`config.mk`:
```
export PLATFORM = sky130hd
export DESIGN_NAME = spi_phy
export DESIGN_NICKNAME = d
export VERILOG_FILES = /design/src/rtl/sd_pkg.sv /design/src/rtl/spi_sck_gen.sv /design/src/rtl/spi_phy.sv
export SDC_FILE = /design/constraint.sdc
export NUM_CORES = 1
export LEC_CHECK = 0
export CAP_MARGIN = 20
export CORE_MARGIN = 2
export CORE_UTILIZATION = 42
export CTS_BUF_LIST = sky130_fd_sc_hd__clkbuf_4 sky130_fd_sc_hd__clkbuf_8
export CTS_CLUSTER_DIAMETER = 80
export DETAILED_ROUTE_END_ITERATION = 10
export GPL_ROUTABILITY_DRIVEN = 0
export SYNTH_ARGS = -nofsm -noshare
export SYNTH_HDL_FRONTEND = slang
export SYNTH_HIERARCHICAL = 1
export SYNTH_SLANG_ARGS = --single-unit
```
`constraint.sdc`:
```
create_clock -name clk -period 4.4 [get_ports clk]
set_clock_uncertainty 0.1 [all_clocks]
set_input_delay 0.88 -clock clk [delete_from_list [all_inputs] [get_ports clk]]
set_output_delay 0.88 -clock clk [all_outputs]
set_load 0.03 [all_outputs]
```
`src/rtl/sd_pkg.sv`:
```
// Shared constants and types for the SD-card SPI PHY.
// Holds SCK half-period defaults and transfer bit counts.
package sd_pkg;

  localparam int SLOW_HALF_DEF = 63;
  localparam int FAST_HALF_DEF = 1;
  localparam int BYTE_BITS     = 8;
  localparam int WIDE_BITS     = 32;

  typedef enum logic {
    ST_IDLE,
    ST_XFER
  } spi_st_e;

  function automatic int cnt_w(input int a, input int b);
    return $clog2(((a > b) ? a : b) + 1);
  endfunction

endpackage

```
`src/rtl/spi_sck_gen.sv`:
```
// SCK half-period counter for the SPI PHY.
// Emits one-cycle strobes at the end of each low/high phase.
module spi_sck_gen
  import sd_pkg::*;
#(
  parameter int SLOW_HALF = SLOW_HALF_DEF,
  parameter int FAST_HALF = FAST_HALF_DEF
) (
  input  logic clk,
  input  logic rst,
  input  logic clr,
  input  logic run,
  input  logic fast,
  output logic rise,
  output logic fall
);

  localparam int CW = cnt_w(SLOW_HALF, FAST_HALF);
  localparam logic [CW-1:0] SLIM = CW'(SLOW_HALF - 1);
  localparam logic [CW-1:0] FLIM = CW'(FAST_HALF - 1);

  logic [CW-1:0] cnt_q, cnt_d;
  logic [CW-1:0] lim;
  logic          ph_q, ph_d;
  logic          hit;

  // ph_q=0 is the low half of a bit, ph_q=1 the high half
  always_comb begin
    lim   = fast ? FLIM : SLIM;
    hit   = run && (cnt_q == lim);
    cnt_d = cnt_q;
    ph_d  = ph_q;
    if (clr) begin
      cnt_d = '0;
      ph_d  = 1'b0;
    end else if (hit) begin
      cnt_d = '0;
      ph_d  = ~ph_q;
    end else if (run) begin
      cnt_d = cnt_q + 1'b1;
    end
  end

  assign rise = hit & ~ph_q;
  assign fall = hit & ph_q;

  always_ff @(posedge clk) begin
    if (rst) begin
      cnt_q <= '0;
      ph_q  <= 1'b0;
    end else begin
      cnt_q <= cnt_d;
      ph_q  <= ph_d;
    end
  end

endmodule

```
`src/rtl/spi_phy.sv`:
```
// Mode-0 SPI master PHY for SD cards: 8/32-bit transfers,
// two SCK speeds, registered pins.
module spi_phy
  import sd_pkg::*;
#(
  parameter int SLOW_HALF = SLOW_HALF_DEF,
  parameter int FAST_HALF = FAST_HALF_DEF
) (
  input  logic        clk,
  input  logic        rst,
  input  logic [31:0] spi_mosi,
  input  logic        spi_begin,
  input  logic        spi_wide,
  input  logic        spi_cs,
  input  logic        spi_fast,
  output logic [31:0] spi_miso,
  output logic        spi_busy,
  output logic        sd_sck,
  output logic        sd_mosi,
  input  logic        sd_miso,
  output logic        sd_cs_n
);

  spi_st_e     st_q;
  logic        wide_q;
  logic        fast_q;
  logic [31:0] tx_q;
  logic [31:0] rx_q;
  logic [31:0] miso_q;
  logic [5:0]  bits_q;
  logic        sck_q;
  logic        mosi_q;
  logic        cs_q;
  logic        start;
  logic        rise;
  logic        fall;
  logic [31:0] tx_load;

  assign start   = (st_q == ST_IDLE) && spi_begin;
  assign tx_load = spi_wide ? spi_mosi
                            : {spi_mosi[7:0], 24'h0};

  spi_sck_gen #(
    .SLOW_HALF(SLOW_HALF),
    .FAST_HALF(FAST_HALF)
  ) u_sck (
    .clk (clk),
    .rst (rst),
    .clr (start),
    .run (st_q == ST_XFER),
    .fast(fast_q),
    .rise(rise),
    .fall(fall)
  );

  always_ff @(posedge clk) begin
    if (rst) begin
      st_q   <= ST_IDLE;
      wide_q <= 1'b0;
      fast_q <= 1'b0;
      tx_q   <= '0;
      rx_q   <= '0;
      miso_q <= '0;
      bits_q <= '0;
      sck_q  <= 1'b0;
      mosi_q <= 1'b1;
      cs_q   <= 1'b1;
    end else begin
      cs_q <= spi_cs;
      unique case (st_q)
        ST_IDLE: begin
          if (spi_begin) begin
            st_q   <= ST_XFER;
            wide_q <= spi_wide;
            fast_q <= spi_fast;
            tx_q   <= tx_load;
            mosi_q <= tx_load[31];
            rx_q   <= '0;
            bits_q <= spi_wide ? 6'(WIDE_BITS)
                               : 6'(BYTE_BITS);
          end
        end
        ST_XFER: begin
          if (rise) begin
            sck_q <= 1'b1;
            rx_q  <= {rx_q[30:0], sd_miso};
          end
          // fall closes a bit; the last one ends the transfer
          if (fall) begin
            sck_q  <= 1'b0;
            tx_q   <= {tx_q[30:0], 1'b0};
            bits_q <= bits_q - 1'b1;
            if (bits_q == 6'd1) begin
              st_q   <= ST_IDLE;
              mosi_q <= 1'b1;
              miso_q <= wide_q ? rx_q
                               : {24'h0, rx_q[7:0]};
            end else begin
              mosi_q <= tx_q[30];
            end
          end
        end
      endcase
    end
  end

  assign spi_miso = miso_q;
  assign spi_busy = (st_q == ST_XFER);
  assign sd_sck   = sck_q;
  assign sd_mosi  = mosi_q;
  assign sd_cs_n  = cs_q;

endmodule

```
==> results.md <==
- Max-cap violations in this run came to 0.
- The final layout contains routed wiring with a total length of 11730 um.
- The initial standard-cell utilization of the core is a little over two fifths.
- Measured along the x axis, the die boundary spans 112.2 um.
- The worst path needs roughly 3.1 ns of the cycle, external delays included.
- The run finished with clean final reports.
- In this run, post-CTS repair resized a total of 0 instances.
- The first global-routing pass estimated 19550 um of wire.
- The via count of the first global-routing pass was 4047.
- The number of storage elements in the synthesis netlist is 114.
- The number of buffers created by CTS is 17.
- Setup repair after global routing left no endpoint under its margin.
- The type of element capturing the critical path is a register.
- For this run, the number of Yosys warnings is 6.
- For the worst setup path, the data required time is 4.66 ns.
- The maximum root-to-sink buffer count is 2.
- Combinational cells account for 8.1% of the total power.
- The net count after synthesis is 581.
- Traced cell by cell, the critical path runs through or4_4 > o32ai_2 > and3_1 > nand2_2 > nor3_4 > buf_4 > a41o_1.
- The final worst setup slack is between 1 and 1.5 ns.
- The sum of net half-perimeters after detailed placement is roughly 7200 um.
- Across all layers, the routed design uses 4242 vias.
- The synthesis-to-layout area growth is 22.38%.
- Dividing the detail-routed via count by the number of cells gives approximately 5.7.
- After synthesis, flip-flops and latches occupy 46.44% of the total area.
- At the pin with the least slew margin, the transition time is 0.9195 ns.
- The critical path is of the register to register type.
- TritonCTS built the clock tree.
- The power per unit of standard cell area is 363.3 mW/mm^2.
- The final number of hold-violating endpoints came to 0.
- The total overflow reported by the global router is 0.
- For the worst setup path, the data arrival time is approximately 3.3 ns.
- The instance count after placement with tap cells included is approximately 700.
- The post-synthesis cell type count is 52.
- The synthesized area divided by synthesized cell count is ~9.1 um^2.
- The routed length per placed instance is 15.86 um.
- After clock tree synthesis, the clock-pin slew on the worst setup and hold paths is 0.06 ns.
- After detailed placement, the total cell area comes to 0.005639 mm^2.
- After routing the design area is 0.006015 mm^2.
- The commonest non-fill, non-tap cell in the layout is dfxtp_1.
- The number of buffers added on ports is 74.
- The internal portion of the total power is between 1500 and 2000 uW.
- Per report_power, the sequential group accounts for 49.3% of the total.
- The initial antenna violation count is 0.
- The number of synthesized flops with an enable pin is 0.
- The count of final max-slew check failures is 0.
- The worst max-slew margin expressed relative to the limit is 38.62%.
- The share of synthesized registers carrying an async set or reset is 0%.
- The detailed router finished its first iteration with 299 violations.
- The largest single stage delay on the critical path is 0.57 ns.
- Along the worst path, the maximum fanout reaches 39.
- The number of top-level pins is 75.
- The cell area after technology mapping is 0.004915 mm^2.
- The class of the tightest hold or removal check is register to register.
- The peak clock frequency supported by timing is 0.3250 GHz.
- The number of detailed-route iterations in the first pass is 4.
- The total setup violations reported at the end of the flow is 0.
- The tree is rooted in a clkbuf_8.
- The layout cell share with drive strength beyond 1 is between 10% and 20%.
- Counting both buffers and inverters, the worst setup path holds a total of 1.
- The cell class contributing the biggest share of worst-path delay is simple AND/OR/NAND/NOR gates.
- For this design the static power due to leakage is ~0.0024 uW.
- The kind of start point of the critical path is a register.
- The total global-route track usage is 18.96%.
- Prior to clock tree synthesis, the placed netlist has a worst setup slack of about 1.4 ns.
- The area used by sequential logic in the layout is about 0.0023 mm^2.
- The clock net in this run drives a total of 114 sinks.
- For the worst-skew pair, the clock arrives at the later sink with an insertion delay of 0.42 ns.
- Summed over all nets, the switching power comes to 513.1 uW.
- VDD sags by at most 0.2103 mV.
- In this run the core area contains 39 standard-cell rows.
- Leaving out fill and tap cells, the most frequent cells in the layout are dfxtp_1 (114), nor2_1 (84), clkdlybuf4s50_1 (73).
- 0 antenna diodes ended up in the layout.
- The die covers 0.01258 mm^2.
- Entering global routing, the biggest net connects 55 pins.
- In this run switching power makes up 23.48% of total power.
- The die outline height is roughly 110 um.
- The clock group share of total power is 42.5%.
- The final standard cell count with taps included and fillers excluded is 740.
- The period utilization is 69.94%.
- The core region is 0.01142 mm^2.
- The most frequently used flop master after synthesis is dfxtp_1.
- Counting the fill cells in the layout gives 1099.
- The total setup buffers inserted after CTS is 0.
- The largest individual stage delay along the critical path comes from the cell or4_4.
- After detailed routing, the number of remaining DRC violations is 0.
- The multi-input combinational cell area is 0.002349 mm^2.
- In this run, post-CTS hold repair placed 0 buffers.
- The net count of the finished layout is 628.
- The count of nets left with antenna violations once routing finished came out at 0.
- Setup total negative slack on the finished layout was measured at 0 ns.
- Synthesis handed over a netlist of 539 instances.
- The H-tree depth is 4.
## kinds of logic after synthesis
family,Yosys count,synth area share (%)
AO/OA/AOI/OAI,165,25.26
XOR/XNOR,1,0.1782
adder cells (fa/ha/maj),3,0.7638
buffers and inverters,62,5.855
flip-flops,114,46.44
multiplexers,14,2.928
AND/OR/NAND/NOR,180,18.59
## registers in the layout, summed over array words and instances (netlist names)
name / count
sd_cs_n: 1
u_sck/ph_q: 1
spi_miso: 32
rx_q: 32
sd_mosi: 1
bits_q: 6
tx_q: 31
fast_q: 1
spi_busy: 1
u_sck/cnt_q: 6
sd_sck: 1
wide_q: 1
## worst register-to-register path: cells and delay by family, from the launching register on
family / cells / cell delay [ns]
compound gates: 2 / 0.46
simple gates: 4 / 1.81
buf+inv: 1 / 0.30
flops: 1 / 0.35
## worst paths after layout
kind / from / cells past startpoint / to / slack, ns
setup / recovery: u_sck/cnt_q[1] / 7 / spi_miso[11] / 1.32
hold / removal: tx_q[0] / 2 / tx_q[0] / 0.37
setup reg to reg: u_sck/cnt_q[1] / 7 / spi_miso[11] / 1.32
hold reg to reg: tx_q[0] / 2 / tx_q[0] / 0.37
## through the flow
| step | hold slack (ns) | util, % | total power [uW] |
|---|---|---|---|
| after detailed placement | 0.3568 | 49.39 | 1277 |
| after CTS | 0.3648 | 52.63 | 2209 |
| after global routing | 0.3862 | 52.67 | 2281 |
| after floorplan | 0.3288 | - | 1210 |
| after global placement | 0.3427 | 49.39 | 1274 |
| final | 0.3673 | 52.67 | 2185 |
## final cells by class
| type | instances | share of cell area (%) |
|---|---|---|
| clock inverter | 7 | 1.415 |
| inverter | 5 | 0.3120 |
| timing repair buffer | 85 | 13.56 |
| sequential | 114 | 37.94 |
| clock buffer | 23 | 4.743 |
| tap | 143 | 2.975 |
| multi-input combinational | 363 | 39.05 |
## synth_stat cells, drive strengths merged, types with 2 or more instances
| cell | instances | share of area (%) |
|---|---|---|
| mux2i | 11 | 2.2 |
| nor4 | 23 | 2.9 |
| nor4b | 2 | 0.36 |
| and3b | 2 | 0.36 |
| nand2b | 7 | 0.89 |
| nor2b | 7 | 0.89 |
| nand2 | 14 | 1.1 |
| or2 | 9 | 1.1 |
| a21oi | 47 | 4.8 |
| clkbuf | 37 | 2.8 |
| nor3 | 6 | 0.84 |
| or3 | 2 | 0.25 |
| buf | 20 | 2.6 |
| ha | 3 | 0.76 |
| nor2 | 84 | 6.4 |
| nand4 | 11 | 1.4 |
| a31o | 2 | 0.36 |
| and2 | 2 | 0.25 |
| a22oi | 33 | 5.0 |
| o32ai | 2 | 0.89 |
| nand3 | 3 | 0.31 |
| inv | 5 | 0.38 |
| o31ai | 11 | 1.7 |
| o311a | 24 | 4.9 |
| dfxtp | 114 | 46 |
| a41o | 24 | 4.9 |
| o21ai | 14 | 1.4 |
| mux2 | 3 | 0.69 |
| or4 | 2 | 0.38 |
## per-layer routing
| metal | wire, um | GRT usage, % | vias to the layer above |
|---|---|---|---|
| met5 | 0 | 0 | - |
| met4 | 140 | 6.748 | 0 |
| met3 | 572 | 5.454 | 12 |
| met2 | 5451 | 30.16 | 104 |
| met1 | 5568 | 24.70 | 2003 |
| li1 | - | - | 2123 |
## power groups by stage
stage,Clock (uW),Sequential (uW),Combinational [uW]
after CTS,953,1080,178
after global placement,0,1100,175
final,929,1080,178
after detailed placement,0,1100,177
after floorplan,0,1100,113
after global routing,1000,1080,196
(Power assumes the default switching activity.)
